[src/rtl/arb_pkg.sv]
// ---------------------------------------------------------------------------
// arb_pkg
//   Shared constants and helpers for the round-robin queue arbiter.
//   STAT_CNT_W : width of each per-queue grant counter.
//   qid_width  : index width for n queues, never less than 1 bit.
//   rst_owner  : owner value after reset. Making the last queue the owner
//                gives queue 0 first priority.
// ---------------------------------------------------------------------------
package arb_pkg;

  localparam int STAT_CNT_W = 32;

  function automatic int qid_width(input int n);
    int w;
    w = $clog2(n);
    return (w < 1) ? 1 : w;
  endfunction

  function automatic int rst_owner(input int n);
    return n - 1;
  endfunction

endpackage

[src/rtl/rr_priority_pick.sv]
// ---------------------------------------------------------------------------
// rr_priority_pick
//   Purely combinational rotating priority search. The block scans req
//   starting at start_idx and wraps modulo N. The first set bit it finds
//   is the grant.
//   Ports:
//     req         : request vector, one bit per queue
//     start_idx   : first index to examine (must be < N)
//     grant_valid : at least one request bit is set
//     grant_idx   : index of the winning request (0 when none)
// ---------------------------------------------------------------------------
module rr_priority_pick #(
  parameter int N  = 4,
  parameter int IW = 2
) (
  input  logic [N-1:0]  req,
  input  logic [IW-1:0] start_idx,
  output logic          grant_valid,
  output logic [IW-1:0] grant_idx
);

  always_comb begin
    int j;
    // NOTE: every output gets a default before the search loop. This keeps
    // the block free of inferred latches when no request is set.
    grant_valid = 1'b0;
    grant_idx   = '0;
    j           = 0;
    for (int i = 0; i < N; i++) begin
      j = int'(start_idx) + i;
      if (j >= N) j = j - N;
      if (!grant_valid && req[j]) begin
        grant_valid = 1'b1;
        grant_idx   = IW'(j);
      end
    end
  end

endmodule

[src/rtl/rr_queue_arbiter.sv]
// ---------------------------------------------------------------------------
// rr_queue_arbiter
//   Drains a bank of NUM_QUEUES registered-output FIFOs into one egress
//   register. On each cycle the block grants one non-empty queue by round
//   robin. The current owner may keep the grant for up to MAX_BURST
//   consecutive words. When the sink is always ready, the block sustains
//   one word per cycle.
//
//   Ports:
//     clk_i            : clock, rising edge
//     rst_n_i          : asynchronous active-low reset
//     q_data_i         : head word of each queue, slice k = [k*WIDTH +: WIDTH]
//     q_valid_i        : head word valid, one bit per queue
//     q_pop_o          : combinational pop strobe, one-hot or zero
//     data_o           : registered egress word
//     qid_o            : source queue of data_o
//     valid_o          : egress word valid
//     ready_i          : egress sink accepts data_o this cycle
//   Optional (macro ARB_GRANT_STATS_EN):
//     stat_clr_i       : synchronous clear of all grant counters
//     stat_grant_cnt_o : saturating pop count per queue, 32 bits per slice
// ---------------------------------------------------------------------------
module rr_queue_arbiter
  import arb_pkg::*;
#(
  parameter int NUM_QUEUES = 4,
  parameter int WIDTH      = 32,
  parameter int MAX_BURST  = 1
) (
  input  logic                           clk_i,
  input  logic                           rst_n_i,
  input  logic [NUM_QUEUES*WIDTH-1:0]    q_data_i,
  input  logic [NUM_QUEUES-1:0]          q_valid_i,
  output logic [NUM_QUEUES-1:0]          q_pop_o,
  output logic [WIDTH-1:0]               data_o,
  output logic [qid_width(NUM_QUEUES)-1:0] qid_o,
  output logic                           valid_o,
  input  logic                           ready_i
`ifdef ARB_GRANT_STATS_EN
  ,
  input  logic                           stat_clr_i,
  output logic [NUM_QUEUES*STAT_CNT_W-1:0] stat_grant_cnt_o
`endif
);

  localparam int QW = qid_width(NUM_QUEUES);
  localparam int BW = $clog2(MAX_BURST + 1);
  localparam logic [QW-1:0] RST_OWNER = QW'(rst_owner(NUM_QUEUES));

  logic [QW-1:0] owner_q;
  logic [BW-1:0] burst_cnt_q;

  logic          load;
  logic          hold;
  logic [QW-1:0] start_idx;
  logic          pick_valid;
  logic [QW-1:0] pick_idx;
  logic          grant_valid;
  logic [QW-1:0] grant_idx;
  logic          pop;

  // The output register may take a new word when it is empty or when the
  // sink takes the current word.
  assign load = !valid_o || ready_i;

  // The owner keeps the grant while it still has data and its burst budget
  // is not used up. With MAX_BURST = 1 this is never true.
  assign hold = q_valid_i[owner_q] && (int'(burst_cnt_q) < MAX_BURST - 1);

  // The rotate search starts just past the owner, so the owner is checked
  // last.
  assign start_idx = (owner_q == QW'(NUM_QUEUES - 1)) ? '0 : owner_q + QW'(1);

  rr_priority_pick #(
    .N  (NUM_QUEUES),
    .IW (QW)
  ) u_pick (
    .req         (q_valid_i),
    .start_idx   (start_idx),
    .grant_valid (pick_valid),
    .grant_idx   (pick_idx)
  );

  assign grant_valid = hold || pick_valid;
  assign grant_idx   = hold ? owner_q : pick_idx;

  // Gating with rst_n_i stops the empty output register from popping
  // upstream queues while reset is held.
  assign pop = load && grant_valid && rst_n_i;

  always_comb begin
    q_pop_o = '0;
    if (pop) q_pop_o[grant_idx] = 1'b1;
  end

  // NOTE: state registers use non-blocking assignments only. Every flop
  // then samples values from before the edge, whatever order the blocks
  // run in.
  always_ff @(posedge clk_i or negedge rst_n_i) begin
    if (!rst_n_i) begin
      valid_o     <= 1'b0;
      data_o      <= '0;
      qid_o       <= '0;
      owner_q     <= RST_OWNER;
      burst_cnt_q <= '0;
    end else if (load) begin
      if (grant_valid) begin
        data_o  <= q_data_i[int'(grant_idx)*WIDTH +: WIDTH];
        qid_o   <= grant_idx;
        valid_o <= 1'b1;
        if (hold) begin
          burst_cnt_q <= burst_cnt_q + BW'(1);
        end else begin
          // The owner changes on every non-hold grant. This also covers a
          // search that wraps round to the owner itself, which restarts
          // the owner's burst.
          owner_q     <= grant_idx;
          burst_cnt_q <= '0;
        end
      end else begin
        valid_o <= 1'b0;
      end
    end
  end

`ifdef ARB_GRANT_STATS_EN
  for (genvar k = 0; k < NUM_QUEUES; k++) begin : g_stat
    logic [STAT_CNT_W-1:0] cnt_q;

    // A clear takes priority over a pop in the same cycle. The counter
    // saturates at all-ones.
    always_ff @(posedge clk_i or negedge rst_n_i) begin
      if (!rst_n_i) begin
        cnt_q <= '0;
      end else if (stat_clr_i) begin
        cnt_q <= '0;
      end else if (q_pop_o[k] && (cnt_q != '1)) begin
        cnt_q <= cnt_q + STAT_CNT_W'(1);
      end
    end

    assign stat_grant_cnt_o[k*STAT_CNT_W +: STAT_CNT_W] = cnt_q;
  end
`endif

endmodule

[config.mk]
export PLATFORM = sky130hd
export DESIGN_NAME = rr_queue_arbiter
export DESIGN_NICKNAME = d
export VERILOG_FILES = /design/src/rtl/arb_pkg.sv /design/src/rtl/rr_priority_pick.sv /design/src/rtl/rr_queue_arbiter.sv
export SDC_FILE = /design/constraint.sdc
export NUM_CORES = 1
export LEC_CHECK = 0
export CAP_MARGIN = 20
export CORE_MARGIN = 3
export CORE_UTILIZATION = 36
export DETAILED_ROUTE_END_ITERATION = 7
export PLACE_DENSITY = 0.79
export SYNTH_ARGS = -nofsm -noshare
export SYNTH_HDL_FRONTEND = slang
export SYNTH_SLANG_ARGS = --single-unit
[constraint.sdc]
create_clock -name clk_i -period 2.5 [get_ports clk_i]
set_clock_uncertainty 0.2 [all_clocks]
set_input_delay 0.25 -clock clk_i [delete_from_list [all_inputs] [get_ports clk_i]]
set_output_delay 0.25 -clock clk_i [all_outputs]
set_load 0.005 [all_outputs]
==> flow_results.xml <==
<?xml version="1.0" encoding="UTF-8"?>
<metrics>
  <group name="status">
    <metric name="run_status" unit="">finished, final reports clean</metric>
  </group>
  <group name="critical_path">
    <metric name="timing.critical_path.to_type" unit="">flop</metric>
    <metric name="setup.worst_path.start_class" unit="">flop</metric>
    <metric name="r2r.worst_path.cells" unit="">8</metric>
    <metric name="cell_chain_of_the_critical_path" unit="">ha_4, buf_4, o31a_1, o22ai_1, o21ai_0, buf_4, o21ai_0, a21oi_1</metric>
    <metric name="crit_buf_inv" unit="">2</metric>
    <metric name="largest_incremental_delay_on_the_critical_path" unit="ns">0.57</metric>
    <metric name="crit_family" unit="">compound AO/OA/AOI/OAI gates</metric>
    <metric name="reg2reg_to" unit="">data_o[24]</metric>
    <metric name="reg2reg_from" unit="">owner_q[1]</metric>
    <metric name="cp_num_cells" unit="">8</metric>
    <metric name="register_to_register_path_setup_slack" unit="ns">0.1</metric>
    <metric name="critical_path.startpoint" unit="">owner_q[1]</metric>
    <metric name="setup.worst_path.class" unit="">flop to flop</metric>
    <metric name="crit_path_top_delay_cell" unit="">dfstp_2</metric>
    <metric name="cp_max_fo" unit="">8</metric>
    <metric name="arrival" unit="ns">2.37</metric>
    <metric name="crit_path_end" unit="">data_o[24]</metric>
    <metric name="cp.required" unit="ns">2.47</metric>
  </group>
  <group name="cells_and_area">
    <metric name="finalCoreUtilization" unit="">0.678</metric>
    <metric name="layout_commonest_cell" unit="">clkdlybuf4s50_1</metric>
    <metric name="insertedDiodeCount" unit="">0</metric>
    <metric name="syn2layout_area_growth" unit="%">79.0</metric>
    <metric name="layout_common_cells" unit="">clkdlybuf4s50_1, o21ai_0, nor2_1, dfrtp_1, a221oi_1</metric>
    <metric name="fin_nets" unit="">637</metric>
    <metric name="final_layout_size_suffix_gt1_frac" unit="">0.108</metric>
  </group>
  <group name="global_route">
    <metric name="initial_antenna_violation_count" unit="">0</metric>
    <metric name="via_count_of_the_first_global_routing_pass" unit="">3168</metric>
    <metric name="grt_start_max_net_pins" unit="">27</metric>
    <metric name="grtUsageTotal" unit="">0.237</metric>
    <metric name="global_route_wire_length_before_repair" unit="um">16100</metric>
    <metric name="globalRouteOverflowTotal" unit="">0</metric>
  </group>
  <group name="logic_synthesis">
    <metric name="synth_edf_count" unit="">0</metric>
    <metric name="yosysUniqueCellTypes" unit="">33</metric>
    <metric name="syn-instance-count" unit="">321</metric>
    <metric name="synth_ff_type" unit="">dfrtp_1</metric>
    <metric name="synth.yosys.seq_area_share" unit="">0.355</metric>
    <metric name="postSynthAreaPerCell" unit="um2">8.15</metric>
    <metric name="postSynthNetCount" unit="">457</metric>
    <metric name="synth_area" unit="um2">2620</metric>
    <metric name="post_synthesis_register_bit_count" unit="">37</metric>
    <metric name="postSynth.asyncResetShare" unit="">1.00</metric>
    <metric name="yosys_warnings" unit="">0</metric>
  </group>
  <group name="worst_hold_path">
    <metric name="hold_path_class" unit="">flop to flop</metric>
  </group>
  <group name="routing">
    <metric name="drc_errors" unit="">0</metric>
    <metric name="route.detailed.wl_per_inst" unit="um">16.9</metric>
    <metric name="via_count" unit="">3201</metric>
    <metric name="vias_per_cell" unit="">5.35</metric>
    <metric name="detail_route.wirelength" unit="um">10100</metric>
    <metric name="detail_route.first_pass.iterations" unit="">6</metric>
    <metric name="drt-initial-drc-count" unit="">195</metric>
    <metric name="postRouteAntennaNets" unit="">0</metric>
  </group>
  <group name="timing">
    <metric name="report.final.slew_viol_count" unit="">0</metric>
    <metric name="grt_setup_unrepaired" unit="">no</metric>
    <metric name="timing.final.setup_violations" unit="">0</metric>
    <metric name="maxClockFrequency" unit="MHz">416</metric>
    <metric name="relSlewSlack" unit="">0.754</metric>
    <metric name="final.setup.worst_slack" unit="ns">0.0967</metric>
    <metric name="finalWorstPathRequiredPeriod" unit="ns">2.40</metric>
    <metric name="setup_tns" unit="ns">0</metric>
    <metric name="hold_violation_total_from_the_final_report" unit="">0</metric>
    <metric name="worstMarginPinSlew" unit="ns">0.365</metric>
    <metric name="final_min_period_over_clock_period" unit="">0.961</metric>
  </group>
  <group name="cts">
    <metric name="cts-buffers-inserted" unit="">5</metric>
    <metric name="numClockSinks" unit="">37</metric>
    <metric name="cts_tree" unit="">done</metric>
    <metric name="clk_latency" unit="ns">0.28</metric>
    <metric name="cts_root_buffer" unit="">clkbuf_8</metric>
    <metric name="cts_buffer_depth" unit="">2</metric>
    <metric name="clk_transition_reported_paths" unit="ns">0.08</metric>
    <metric name="h-tree-depth" unit="">2</metric>
  </group>
  <group name="floorplan">
    <metric name="top_level_ports" unit="">174</metric>
    <metric name="fp.dieH" unit="um">91.2</metric>
    <metric name="die_width" unit="um">91.2</metric>
    <metric name="placement_rows" unit="">30</metric>
    <metric name="dieArea" unit="um2">8320</metric>
    <metric name="start_util" unit="">0.379</metric>
    <metric name="coreArea" unit="um2">6910</metric>
  </group>
  <group name="power_and_ir_drop">
    <metric name="report.power.total" unit="W">0.00443</metric>
    <metric name="vdd_ir_drop_max" unit="mV">0.501</metric>
    <metric name="power.density_cell_area" unit="nW/um2">947</metric>
    <metric name="leakagePower" unit="nW">1.93</metric>
  </group>
  <group name="place">
    <metric name="detailedPlace.worstSlack" unit="ns">-0.00450</metric>
    <metric name="weighted_congestion_at_the_end_of_routability_driven_global_placement" unit="">0.974</metric>
    <metric name="post_detailed_placement_half_perimeter_wirelength" unit="um">7540</metric>
    <metric name="count_of_buffers_inserted_at_the_top_level_ports" unit="">173</metric>
  </group>
  <group name="job">
    <metric name="max-cap-violations" unit="">0</metric>
  </group>
</metrics>
-- per-layer routing --
metal,share of wire,global-route usage,vias to the layer above
met3,0.058,0.0497,10
met1,0.42,0.311,1520
li1,-,-,1561
met2,0.51,0.395,110
met4,0.016,0.0641,0
met5,0,0,-
-- tightest hold or removal path, stage by stage, from the launching register on --
cell and delay (ns):
dfrtp_1 0.35, nand2_1 0.05, nand2_1 0.06
-- kinds of logic after synthesis --
kind of cell | share of synthesized area
flip-flops | 0.355
multiplexers | 0.0727
AND/OR/NAND/NOR | 0.141
adder cells (fa/ha/maj) | 0.00478
AO/OA/AOI/OAI | 0.327
buffers and inverters | 0.100
-- per-stage QoR --
stage | area (um2) | hold WS [ns] | instances
final | 4680 | 0.285 | 598
after global routing | 4680 | 0.306 | 598
after CTS | 4640 | 0.289 | 596
after detailed placement | 4490 | 0.142 | 586
after global placement | 4490 | 0.144 | 586
after floorplan | 2620 | -0.246 | 321
-- power by group --
group / switching [W] / internal, W
Sequential: 0.000189 / 0.000897
Combinational: 0.00130 / 0.00151
Clock: 0.000216 / 0.000324
Total: 0.00170 / 0.00273
-- timing repair --
item | CTS | global route
hold buffers | 1 | 0
resized for setup | 9 | 6
gates cloned | 0 | 1
endpoints found under the setup margin | 4 | 10
pin swaps | 6 | 0
buffers inserted | 1 | 1
endpoints found under the hold margin | 35 | 0
-- area by class of cell --
cell class	count	area, um2
Inverter	16	60.1
Timing Repair Buffer	205	1990
Clock buffer	6	82.6
Clock inverter	2	37.5
Multi-Input combinational cell	236	1460
Fill cell	615	2220
Tap cell	96	120
Sequential cell	37	928
-- cell usage after synthesis, types with 2 or more instances --
| library cell | instances | area (um2) |
|---|---|---|
| buf_2 | 15 | 75.1 |
| mux2i_1 | 19 | 190 |
| and3_1 | 5 | 31.3 |
| o21ai_1 | 2 | 10.0 |
| dfstp_2 | 2 | 52.6 |
| o22ai_1 | 20 | 125 |
| nand2_1 | 23 | 86.3 |
| nor3_1 | 15 | 75.1 |
| buf_6 | 2 | 22.5 |
| nand2b_1 | 3 | 18.8 |
| a221oi_1 | 32 | 280 |
| buf_4 | 4 | 30.0 |
| inv_1 | 16 | 60.1 |
| nor2_1 | 36 | 135 |
| a21oi_1 | 16 | 80.1 |
| o21ai_0 | 39 | 195 |
| clkbuf_1 | 9 | 33.8 |
| a31oi_1 | 13 | 81.3 |
| buf_12 | 2 | 40.0 |
| dfrtp_1 | 35 | 876 |
-- flip-flops by register name, indices dropped and copies added, names as in the netlist --
signal / cells
data_o: 32
owner_q: 2
qid_o: 2
valid_o: 1
-- worst min path at each step --
stage / from / to / slack [ns] / cells after the start
floorplan: rst_n_i / data_o[0] / -0.25 / 0
global placement: rst_n_i / data_o[0] / 0.14 / 2
detailed placement: rst_n_i / data_o[0] / 0.14 / 2
CTS: qid_o[0] / qid_o[0] / 0.29 / 2
global route: qid_o[0] / qid_o[0] / 0.31 / 2
finish: qid_o[0] / qid_o[0] / 0.28 / 2
(Power assumes the default switching activity.)
==> edit, RTL diff (same flow settings) <==
The parameter `NUM_QUEUES` goes from 4 to 3.
--- a/src/rtl/rr_queue_arbiter.sv
+++ b/src/rtl/rr_queue_arbiter.sv
@@ -23,7 +23,7 @@
 module rr_queue_arbiter
   import arb_pkg::*;
 #(
-  parameter int NUM_QUEUES = 4,
+  parameter int NUM_QUEUES = 3,
   parameter int WIDTH      = 32,
   parameter int MAX_BURST  = 1
 ) (
Ports: changed (resized q_data_i, q_pop_o and q_valid_i); port bits go from 174 to 140. The function was not compared with the original's and may differ.
==> edit against the original RTL <==
  * Wire length fell by 6.4%
  * Fmax increased by 1.2%
  * Synthesized area is 2.2% lower
  * Setup slack improved by 0.029 ns
  * Cell area fell by 12%
  * Register-to-register slack better by 0.45 ns
  * Count of clock-buffer cells in the layout down 1
  * Sequential cell count is 1 lower
Power is not compared: it rests on default switching activity, and its combinational part moved more than twofold at a synthesized area within 25%.
==> edit: results (changes against the original RTL) <==
stage,metric,value,unit,change
route,wl_per_cell,17.3,um,+2.1%
placed_design,gp_congestion,0.841,,-14%
placed_design,dp_hpwl,6620,um,-12%
yosys,synth.area.mux_share,0,%,-7.3 points
grt,grt_max_degree,37,,+37%
grt,grt_pass1_vias,3082,,-2.7%
placed_design,io_buffers,139,,-20%
yosys,synth_compound_area_share,34.3,%,+1.6 points
timing,timing.hold.ws,0.296,ns,+0.0116 ns
setup_path,cp_max_fo,3,,-5
route,drt_iter0_markers,202,,+3.6%
final_layout,reg_top3,"data_o x32, qid_o x2",,
grt,grt_first_pass_wirelength,15600,um,-2.9%
setup_path,r2r_end,data_o[21],,
route,drt_first_pass_iters,4,,-2
final_layout,nNetsFinal,553,,-13%
setup_path,arrival,1.92,ns,-0.45 ns
timing,relSlewSlack,67.0,%,-8.4 points
yosys,syn_inst,319,,-0.62%
route,wl_met2,4520,um,-12%
placed_design,post-place-cells,539,,-8.0%
yosys,ys_seq_area_share,35.3,%,-0.25 points
yosys,synth_fa_ha_area_share,0,%,-0.48 points
yosys,synth_area_leaders,"dfrtp_1 34%, a21oi_1 16%, o32ai_1 11%",,
timing,fin_crit,2.37,ns,-0.0288 ns
setup_path,ff2ff_setup_slack,0.55,ns,+0.45 ns
setup_path,worstRegToRegCells,5,,-3
route,wl_met3,870,um,+48%
route,avgViaCountPerCell,5.49,,+2.6%
route,drt_wl_total,9460,um,-6.4%
yosys,synth.distinct_cells,25,,-24%
placed_design,dp_slack,0.0451,ns,+0.0496 ns
worst_hold_path,hold_path_startpoint,qid_o[1],,
outcome,outcome,finished clean,,
route,wl_met1,3920,um,-6.7%
final_layout,drive_gt1_share,10.6,%,-0.14 points
grt,grt_usage,23.1,%,-0.64 points
yosys,synth.cells.most_frequent,"83 x a21oi_1, 38 x nand2_1, 36 x nor2_1",,
worst_hold_path,min_to,qid_o[1],,
## edit: cell types whose count changed after synthesis, sizes merged, moves of 19 or more
cell,delta
o32ai,+32
a221oi,-32
a21oi,+81
o21ai,-39
o22ai,-20
mux2i,-19
nor2b,+31
## edit: worst max-delay path, cell delays in order (launching register included)
cell             delay (ns)
dfstp_2                0.55
and2b_2                0.25
a22o_2                 0.24
and3_1                 0.16
clkdlybuf4s50_1        0.44
## edit: what timing repair did
action / in CTS / in global routing
resized for setup: 2 / 0
hold buffers: 1 / 0
hold endpoints to repair: 35 / 0
endpoints found under the setup margin: 2 / 0
buffers inserted: 0 / 0
## edit: layer usage
metal  GRT usage [%]  vias up
li1                -     1394
met1            29.5     1457
met2            38.6      147
met3            6.00       13
met4            6.12        0
met5               0        -
## edit: worst max-delay path by stage
stage | end | start | cells past startpoint
after global routing | q_pop_o[2] | owner_q[1] | 4
final | q_pop_o[2] | owner_q[1] | 4
after detailed placement | q_pop_o[0] | q_valid_i[0] | 7
after CTS | q_pop_o[2] | owner_q[1] | 4
after global placement | q_pop_o[0] | q_valid_i[0] | 7
after floorplan | q_pop_o[0] | owner_q[1] | 5
## edit: final cells by class
type | count | area (sq um)
multi-input cells | 248 | 1430
repair buffers | 158 | 1550
well taps | 96 | 120
clock buffers | 5 | 68.8
flip-flops and latches | 36 | 902
fillers | 640 | 2710
inverters | 2 | 7.51
clock inverters | 3 | 42.5
## edit: report_power, final
group | internal (mW) | switching, mW | leakage [nW]
Combinational | 0.559 | 0.427 | 1.12
Clock | 0.295 | 0.225 | 0.0541
Sequential | 0.707 | 0.0758 | 0.396
## edit: per-stage QoR
stage,area [sq um],utilization [%]
5_1_grt,4120,60.3
2_1_floorplan,2560,-
6_report,4120,60.3
4_1_cts,4120,60.3
3_3_place_gp,4000,58.6
3_5_place_dp,4000,58.6
